## src/rtl/bitin_debounce.sv

```systemverilog
// rtl/bitin_debounce.sv - Avalon-MM input-bit peripheral: sync, debounce, edge capture, maskable irq
// Pin is synchronised, debounced (or bypassed), edge-detected into a sticky W1C capture bit.
module bitin_debounce #(
  parameter int DEBOUNCE_CYCLES = 50000,
  parameter int SYNC_STAGES     = 2
) (
  input  logic        csi_clk,
  input  logic        csi_reset_n,
  input  logic [1:0]  avs_s1_address,
  input  logic        avs_s1_read,
  output logic [31:0] avs_s1_readdata,
  input  logic        avs_s1_write,
  input  logic [31:0] avs_s1_writedata,
  output logic        ins_irq,
  input  logic        coe_bit
);

  localparam int CNT_W = (DEBOUNCE_CYCLES > 1) ? $clog2(DEBOUNCE_CYCLES) : 1;
  localparam logic [CNT_W-1:0] CNT_MAX = CNT_W'(DEBOUNCE_CYCLES - 1);
  localparam logic [CNT_W-1:0] CNT_ONE = CNT_W'(1);

  logic [SYNC_STAGES-1:0] sync_q, sync_d;
  logic [CNT_W-1:0]       count_q, count_d;
  logic                   db_q, db_d;
  logic                   db_prev_q, db_prev_d;
  logic                   edge_cap_q, edge_cap_d;
  logic                   irq_mask_q, irq_mask_d;
  logic [1:0]             edge_sel_q, edge_sel_d;
  logic                   bypass_q, bypass_d;

  logic sync;
  logic rise, fall, hit, clr;
  logic unused_ok;

  assign sync      = sync_q[SYNC_STAGES-1];
  assign unused_ok = ^{avs_s1_read, avs_s1_writedata[31:3]};

  always_comb begin
    sync_d = {sync_q[SYNC_STAGES-2:0], coe_bit};

    // count only runs while the synchronised level disagrees with db
    db_d    = db_q;
    count_d = '0;
    if (bypass_q) begin
      db_d = sync;
    end else if (sync != db_q) begin
      if (count_q == CNT_MAX) begin
        db_d = sync;
      end else begin
        count_d = count_q + CNT_ONE;
      end
    end

    db_prev_d = db_q;
    rise      = db_q & ~db_prev_q;
    fall      = ~db_q & db_prev_q;
    hit       = ((edge_sel_q == 2'b00) & rise) |
                ((edge_sel_q == 2'b01) & fall) |
                ((edge_sel_q == 2'b10) & (rise | fall));

    // set beats a coincident W1C clear
    clr        = avs_s1_write & (avs_s1_address == 2'd2) & avs_s1_writedata[0];
    edge_cap_d = hit | (edge_cap_q & ~clr);

    irq_mask_d = irq_mask_q;
    edge_sel_d = edge_sel_q;
    bypass_d   = bypass_q;
    if (avs_s1_write && avs_s1_address == 2'd1) begin
      irq_mask_d = avs_s1_writedata[0];
    end
    if (avs_s1_write && avs_s1_address == 2'd3) begin
      edge_sel_d = avs_s1_writedata[1:0];
      bypass_d   = avs_s1_writedata[2];
    end
  end

  always_comb begin
    avs_s1_readdata = '0;
    case (avs_s1_address)
      2'd0:    avs_s1_readdata[0]   = db_q;
      2'd1:    avs_s1_readdata[0]   = irq_mask_q;
      2'd2:    avs_s1_readdata[0]   = edge_cap_q;
      default: avs_s1_readdata[2:0] = {bypass_q, edge_sel_q};
    endcase
  end

  assign ins_irq = edge_cap_q & irq_mask_q;

  always_ff @(posedge csi_clk or negedge csi_reset_n) begin
    if (!csi_reset_n) begin
      sync_q     <= '0;
      count_q    <= '0;
      db_q       <= 1'b0;
      db_prev_q  <= 1'b0;
      edge_cap_q <= 1'b0;
      irq_mask_q <= 1'b0;
      edge_sel_q <= 2'b00;
      bypass_q   <= 1'b0;
    end else begin
      sync_q     <= sync_d;
      count_q    <= count_d;
      db_q       <= db_d;
      db_prev_q  <= db_prev_d;
      edge_cap_q <= edge_cap_d;
      irq_mask_q <= irq_mask_d;
      edge_sel_q <= edge_sel_d;
      bypass_q   <= bypass_d;
    end
  end

endmodule
```

## config.mk

```make
export PLATFORM = sky130hd
export DESIGN_NAME = bitin_debounce
export DESIGN_NICKNAME = d
export VERILOG_FILES = /design/src/rtl/bitin_debounce.sv
export SDC_FILE = /design/constraint.sdc
export NUM_CORES = 1
export LEC_CHECK = 0
export ABC_AREA = 1
export CORE_UTILIZATION = 45
export CTS_BUF_LIST = sky130_fd_sc_hd__clkbuf_8
export DETAILED_ROUTE_END_ITERATION = 8
export GPL_TIMING_DRIVEN = 1
export PLACE_DENSITY = 0.87
export SLEW_MARGIN = 10
export SYNTH_ARGS = -nofsm -noshare
export SYNTH_HDL_FRONTEND = slang
export SYNTH_SLANG_ARGS = --single-unit
```

## constraint.sdc

```tcl
create_clock -name csi_clk -period 2.09 [get_ports csi_clk]
set_input_delay 0.5225 -clock csi_clk [delete_from_list [all_inputs] [get_ports csi_clk]]
set_output_delay 0.5225 -clock csi_clk [all_outputs]
set_load 0.01 [all_outputs]
```

# Word level (Yosys, flattened, before mapping)
# Index checks and enable logic that the tools add are counted.
[word_totals]
reg_bits = 25
input_bits = 39
output_inout_bits = 33
elab_cells = 48
[op_classes]
add_sub_neg = 1
n_eq_ne = 7
mux = 8
n_bitwise = 16
n_reduce_logical = 8
[op_table]
columns = ["op", "n"]
rows = [
  ["$mux 16", 3],
  ["$add 16x1->16 const B", 1],
  ["$eq 16x16->1 const B", 1],
  ["$and 1x1->1", 9],
  ["$eq 2x2->1 const B", 3],
  ["$eq 2x1->1 const B", 2],
  ["$logic_not 2->1", 2],
  ["$or 1x1->1", 4],
  ["$reduce_bool 2->1", 2],
  ["$mux 1", 3],
  ["$not 1->1", 3],
  ["$pmux 1 s3", 1],
  ["$reduce_or 3->1", 1],
  ["$logic_and 1x1->1", 2],
  ["$mux 2", 1],
  ["$reduce_and 2->1", 1],
  ["$ne 1x1->1", 1],
]

# Depth between registers and ports, before layout
# Gate-level depths: netlist of run 1.
[logic_depth]
depth_word = 6
depth_mapped = 9
ltp_nobuf = 9

# Least setup slack after synthesis of run 1
# OpenSTA, ideal clock, no wires.
[synth_timing]
path_type = "input -> output"
start = "input avs_s1_address[0]"
end = "output avs_s1_readdata[0]"
arrival_ps = 883
required_ps = 1567
slack_ps = 685
path_stages = 3
path_buffers = 0
path_cell_list = "nor2_1 a21oi_1 o221ai_1"
[synth_via]
elab_chain_len = 2
word_cells_on_any_way = 4
cone_classes = "2 x eq/ne; 1 x mux; 1 x reduce/logical"
[synth_rtl]
columns = ["item", "line", "rtl"]
rows = [
  ["start: declaration", "9", "input logic [1:0] avs_s1_address,"],
  ["$eq 2x2->1, or another cell as far along", "79", "case (avs_s1_address)"],
  ["$pmux 1 s3 *", "79", ""],
  ["end: declaration", "11", "output logic [31:0] avs_s1_readdata,"],
]
# Every way passes the cells marked *; elsewhere a longest branch is shown, timed or not.

# Worst setup path after layout of run 1
# Same ends and word-level chain as after synthesis.

==> impl_metrics.py, run 1 <==
metrics = {
    "pwr": {
        "finalPower_mw": 1.04,
        "p_int_uw": 731,
        "swShare": 0.298,
        "seqPwrFrac": 0.535,
        "clockPowerShare": 0.270,
        "vdd_ir_drop_max_v": 0.000320,
        "combPwrFrac": 0.195,
        "power.leakage_nw": 0.784,
        "p_sw_uw": 311,
        "p_per_area_nw_per_um2": 633,
    },
    "placed_design": {
        "dp_hpwl_um": 1900,
        "gp_congestion": 0.853,
        "io_buffers": 12,
        "place_inst": 249,
        "dpl_worst_slack_ps": -424,
        "placed_area_um2": 1600,
    },
    "detailed_routing": {
        "drt-total-wl_um": 2520,
        "post-route-drc-count": 0,
        "wire_per_inst_um": 9.94,
        "num_vias": 1154,
        "drtIter0Drc": 35,
        "viasPerCell": 4.56,
        "dr.pass1.iters": 4,
        "postRouteAntennaNets": 0,
    },
    "synthesis": {
        "synth-seq-area-share": 0.411,
        "synth_largest_area_cell": "dfrtp_1",
        "syn_area_per_cell_um2": 7.94,
        "netlist_area_um2": 1520,
        "ys_top_cells_by_count": "nor2_1 (37), buf_4 (30), nand2_1 (29)",
        "synthTopCellsByArea": "dfrtp_1 (41%), buf_4 (15%), nor2_1 (9.1%), nand2_1 (7.1%), inv_1 (4.9%)",
        "yosysMostFrequentCell": "nor2_1",
        "synth_mux_area_frac": 0.00739,
        "synthDistinctLibCells": 22,
        "synthAdderAreaFrac": 0.0246,
        "syn_inst": 192,
        "synth_edf_count": 0,
        "synth_compound_area_frac": 0.0369,
        "yosys_warnings": 0,
        "synth_top_family_by_area": "simple AND/OR/NAND/NOR gates",
        "synth_top_area_frac": 0.411,
        "synth_seq_cells": 25,
        "synthArstFlopShare": 1.00,
        "synth_xor_area_frac": 0.0517,
        "post_synth_and_or_nand_nor_area_fraction": 0.269,
        "synth_top_flop_cell": "dfrtp_1",
    },
    "setup_path": {
        "end_kind": "output pin",
        "crit_arrival_ps": 1430,
        "critPathMaxFanout": 7,
        "criticalPathCategory": "in -> out",
        "slowest_stage": "dlygate4sd2_1",
        "cp.required_ps": 1570,
        "cp.depth": 5,
        "crit_family": "buffers and inverters",
        "critPathMaxStageDelay_ps": 290,
        "cp_num_buf_inv": 2,
        "cp-start-kind": "primary input",
        "path_cells": "clkdlybuf4s15_1 > nor2_1 > a21oi_1 > o221ai_1 > dlygate4sd2_1",
        "reg2reg_depth": 8,
    },
    "sta": {
        "slew_viol_final": 0,
        "timing.fmax_mhz": 512,
        "finalSetupTns_ps": 0,
        "fin_ws_ps": 137,
        "whs_ps": 362,
        "finClkSkew_ps": 6.61,
        "min_period_ps": 1950,
        "setup_violations": 0,
        "grt_setup_unrepaired": "false",
        "post-route-period-util": 0.934,
        "hold_viol": 0,
    },
    "finish": {
        "multi_input_area_um2": 703,
        "area_growth_pct": 8.05,
        "fin_nets": 252,
        "n_antenna_cell": 0,
        "n_fill_cell": 315,
        "final_area_um2": 1650,
        "seq_area_um2": 626,
        "post-route-util": 0.526,
        "stdcell_count": 253,
        "final_layout_size_suffix_gt1_frac": 0.0766,
    },
    "floorplan": {
        "start_util": 0.487,
        "rows": 20,
        "die_h_um": 60.2,
        "die_w_um": 60.2,
        "die-area_um2": 3620,
        "coreArea_um2": 3130,
        "io_pins": 72,
    },
    "min_path": {
        "hp-class": "reg -> reg",
        "worstHoldPathCells": 0,
    },
    "clocking": {
        "clockRootBuffer": "clkbuf_8",
        "cts_tree": "done",
        "hold_buffers": 0,
        "htreeDepth": 1,
        "cts_buffers": 3,
        "cts.clk_slew.worst_paths_ps": 80,
        "cts.sinks": 25,
        "worstSkewPairLatency_ps": 270,
        "postCtsSetupRepairBufs": 0,
        "clock_path_buffers": 2,
    },
    "status": {
        "status": "completed",
    },
    "flow_run": {
        "maxCapViolCount": 0,
    },
    "global_route": {
        "antenna_found_initial": 0,
        "grt_overflow": 0,
        "track_usage": 0.167,
        "grt_max_degree": 26,
        "grt_pass1_vias": 1023,
        "grt_pass1_wl_um": 4380,
    },
}
==> path summary, 6_finish.rpt <==
check                                  start                 end  slack [ps]
max in group asynchronous        csi_reset_n         count_q[14]        1240
hold / removal                     sync_q[0]           sync_q[1]         360
setup reg to reg                  count_q[0]         count_q[15]         560
setup / recovery           avs_s1_address[0]  avs_s1_readdata[0]         140
min in group asynchronous        csi_reset_n          count_q[3]         600
hold reg to reg                    sync_q[0]           sync_q[1]         360
==> worst reg2reg max path, stage by stage (launching register included) <==
cell and delay (ps):
dfrtp_1 420, ha_1 220, nand2_1 90, inv_1 70, nand2_1 60, nor2_1 40
nand2_1 90, nand3_2 240, nor3_1 210
==> kinds of logic (layout without fill, tap and decap cells) <==
logic type | Yosys count | after routing
and+or+nand+nor | 94 | 94
buffers and inverters | 50 | 39
DFF | 25 | 25
AOI/OAI and AO/OA | 9 | 9
xor gates and xnor gates | 9 | 9
adders and majority gates | 3 | 3
other | 1 | 29
muxes | 1 | 1
==> registers in the layout, summed over array words and instances, names as in the netlist <==
signal      flops
bypass_q        1
edge_sel_q      2
count_q        16
db_prev_d       1
irq_mask_q      1
sync_q          2
db_prev_q       1
edge_cap_q      1
==> power groups by stage <==
stage / logic, mW / registers (mW) / clock network, mW
3_3_place_gp: 0.204 / 0.564 / 0
2_1_floorplan: 0.177 / 0.559 / 0
4_1_cts: 0.207 / 0.557 / 0.294
5_1_grt: 0.239 / 0.565 / 0.309
6_report: 0.204 / 0.557 / 0.281
3_5_place_dp: 0.210 / 0.567 / 0
==> layer usage <==
metal,track usage,part of all wire,vias up
li1,-,-,574
met1,0.190,0.45,546
met2,0.287,0.48,30
met3,0.0455,0.044,4
met4,0.0797,0.021,0
met5,0,0,-
==> timing repair <==
item / CTS / global route
pin swaps: 0 / 0
setup endpoints to repair: 3 / 1
resized for setup: 9 / 1
cloned: 0 / 0
==> cells in the final DEF (no fill, tap or decap), drive strengths merged, types with 4 or more instances in the layout <==
cell,count
conb,29
nand3,13
nor2,39
nand4,4
nand2,33
o21ai,4
clkdlybuf4s50,7
nor3,5
dfrtp,25
xor2,6
inv,21
==> layout make-up <==
type / instances / share of cell area
clock buffer: 3 / 0.0251
clock inverter: 1 / 0.00228
inverter: 20 / 0.0456
multi-input combinational: 145 / 0.427
sequential: 25 / 0.380
tap: 44 / 0.0334
timing repair buffer: 15 / 0.0866
(Power assumes the default switching activity.)
==> inputs of run 2 (changes only) <==
Settings changed: CORE_UTILIZATION 45 to 40, PLACE_DENSITY 0.87 to 0.79.
==> run 2 against run 1 <==
Compared with the run above:
- routed wire length shrank 7.1%
- first-iteration DRC count down 49%
- critical path depth is the same
- clock power hardly changed
- fmax grew 3.2%
- hold slack worse by 5.1 ps
- combinational power is essentially flat
- critical endpoint is now avs_s1_readdata[2]
==> impl_metrics.py, run 2 (synthesized netlist as in run 1, its figures left out) <==
metrics = {
    "setup_path": {
        "reg2reg_depth": 8,
        "crit_family": "buffers and inverters",
        "critPathMaxFanout": 6,
        "cp.depth": 5,
        "cp-start-kind": "primary input",
        "cp.required_ps": 1570,
        "crit_arrival_ps": 1370,
        "criticalPathCategory": "in -> out",
        "critPathMaxStageDelay_ps": 300,
        "end_kind": "output pin",
        "cp_num_buf_inv": 3,
        "path_cells": "dlygate4sd2_1 > nand2_1 > buf_4 > nor2_1 > clkdlybuf4s15_2",
        "slowest_stage": "dlygate4sd2_1",
    },
    "global_route": {
        "grt_pass1_wl_um": 4130,
        "grt_max_degree": 26,
        "grt_overflow": 0,
        "antenna_found_initial": 0,
        "track_usage": 0.129,
        "grt_pass1_vias": 1013,
    },
    "pwr": {
        "p_int_uw": 734,
        "p_per_area_nw_per_um2": 628,
        "power.leakage_nw": 0.800,
        "seqPwrFrac": 0.536,
        "p_sw_uw": 309,
        "clockPowerShare": 0.269,
        "combPwrFrac": 0.195,
        "vdd_ir_drop_max_v": 0.000401,
        "finalPower_mw": 1.04,
        "swShare": 0.296,
    },
    "sta": {
        "grt_setup_unrepaired": "false",
        "min_period_ps": 1890,
        "setup_violations": 0,
        "slew_viol_final": 0,
        "whs_ps": 357,
        "fin_ws_ps": 198,
        "post-route-period-util": 0.905,
        "hold_viol": 0,
        "timing.fmax_mhz": 529,
        "finClkSkew_ps": 7.34,
        "finalSetupTns_ps": 0,
    },
    "flow_run": {
        "maxCapViolCount": 0,
    },
    "clocking": {
        "cts_buffers": 3,
        "cts_tree": "done",
        "hold_buffers": 0,
        "cts.sinks": 25,
        "worstSkewPairLatency_ps": 270,
        "clock_path_buffers": 2,
        "htreeDepth": 1,
        "clockRootBuffer": "clkbuf_8",
        "cts.clk_slew.worst_paths_ps": 80,
    },
    "finish": {
        "final_cell_mix": "nor2_1 (37), nand2_1 (29), conb_1 (29)",
        "n_fill_cell": 386,
        "final_common_cell": "nor2_1",
        "largest-register": "count_q",
        "final_area_um2": 1660,
        "largestRegisters": "count_q x16, edge_sel_q x2, sync_q x2",
        "n_antenna_cell": 0,
        "stdcell_count": 259,
        "area_growth_pct": 8.95,
        "seq_area_um2": 626,
        "final_layout_size_suffix_gt1_frac": 0.0948,
        "multi_input_area_um2": 703,
        "largest_register_ffs": 16,
        "fin_nets": 254,
        "post-route-util": 0.454,
    },
    "placed_design": {
        "dpl_worst_slack_ps": -397,
        "gp_congestion": 0.889,
        "placed_area_um2": 1620,
        "place_inst": 255,
        "io_buffers": 12,
        "dp_hpwl_um": 1890,
    },
    "floorplan": {
        "start_util": 0.416,
        "rows": 22,
        "die_w_um": 63.7,
        "io_pins": 72,
        "die-area_um2": 4060,
        "die_h_um": 63.7,
        "coreArea_um2": 3660,
    },
    "detailed_routing": {
        "viasPerCell": 4.49,
        "drt-total-wl_um": 2340,
        "post-route-drc-count": 0,
        "drtIter0Drc": 18,
        "dr.pass1.iters": 4,
        "wire_per_inst_um": 9.02,
        "postRouteAntennaNets": 0,
        "num_vias": 1162,
    },
    "min_path": {
        "hp-class": "reg -> reg",
        "worstHoldPathCells": 0,
    },
    "status": {
        "status": "completed",
    },
}
==> run 2: cell type report <==
| cell class | instances | area share |
|---|---|---|
| clock inverters | 1 | 0.00301 |
| well taps | 48 | 0.0362 |
| clock buffers | 3 | 0.0249 |
| flip-flops and latches | 25 | 0.377 |
| inverters | 20 | 0.0452 |
| repair buffers | 17 | 0.0904 |
| multi-input cells | 145 | 0.424 |
==> run 2: timing repair <==
action,4_1_cts,5_1_grt
setup endpoints to repair,3,3
buffers inserted,0,0
gates resized for setup,8,3
==> run 2: routing by layer <==
layer / track usage / up-vias / wire (µm)
li1: - / 584 / -
met1: 0.166 / 538 / 1060
met2: 0.217 / 38 / 1170
met3: 0.0326 / 2 / 98
met4: 0.0256 / 0 / 5
met5: 0 / - / 0
==> run 2: power by group through the flow <==
stage / Combinational (mW) / Clock (mW) / Sequential, mW
after floorplan: 0.177 / 0 / 0.559
after CTS: 0.212 / 0.293 / 0.558
final: 0.203 / 0.281 / 0.558
after global routing: 0.238 / 0.310 / 0.564
after global placement: 0.207 / 0 / 0.566
after detailed placement: 0.215 / 0 / 0.567
==> run 2: worst paths after layout <==
| kind | from | slack, ps | end |
|---|---|---|---|
| max | avs_s1_address[0] | 200 | avs_s1_readdata[2] |
| min | sync_q[0] | 360 | sync_q[1] |
| max reg2reg | count_q[0] | 570 | count_q[2] |
| min reg2reg | sync_q[0] | 360 | sync_q[1] |
| max in group asynchronous | csi_reset_n | 1240 | edge_sel_q[0] |
| min in group asynchronous | csi_reset_n | 610 | count_q[8] |
==> inputs of run 3 (changes only) <==
Settings changed: CAP_MARGIN set to 15.
==> results of run 3 <==
The final DEF is identical to that of run 2; final timing and power are the same.
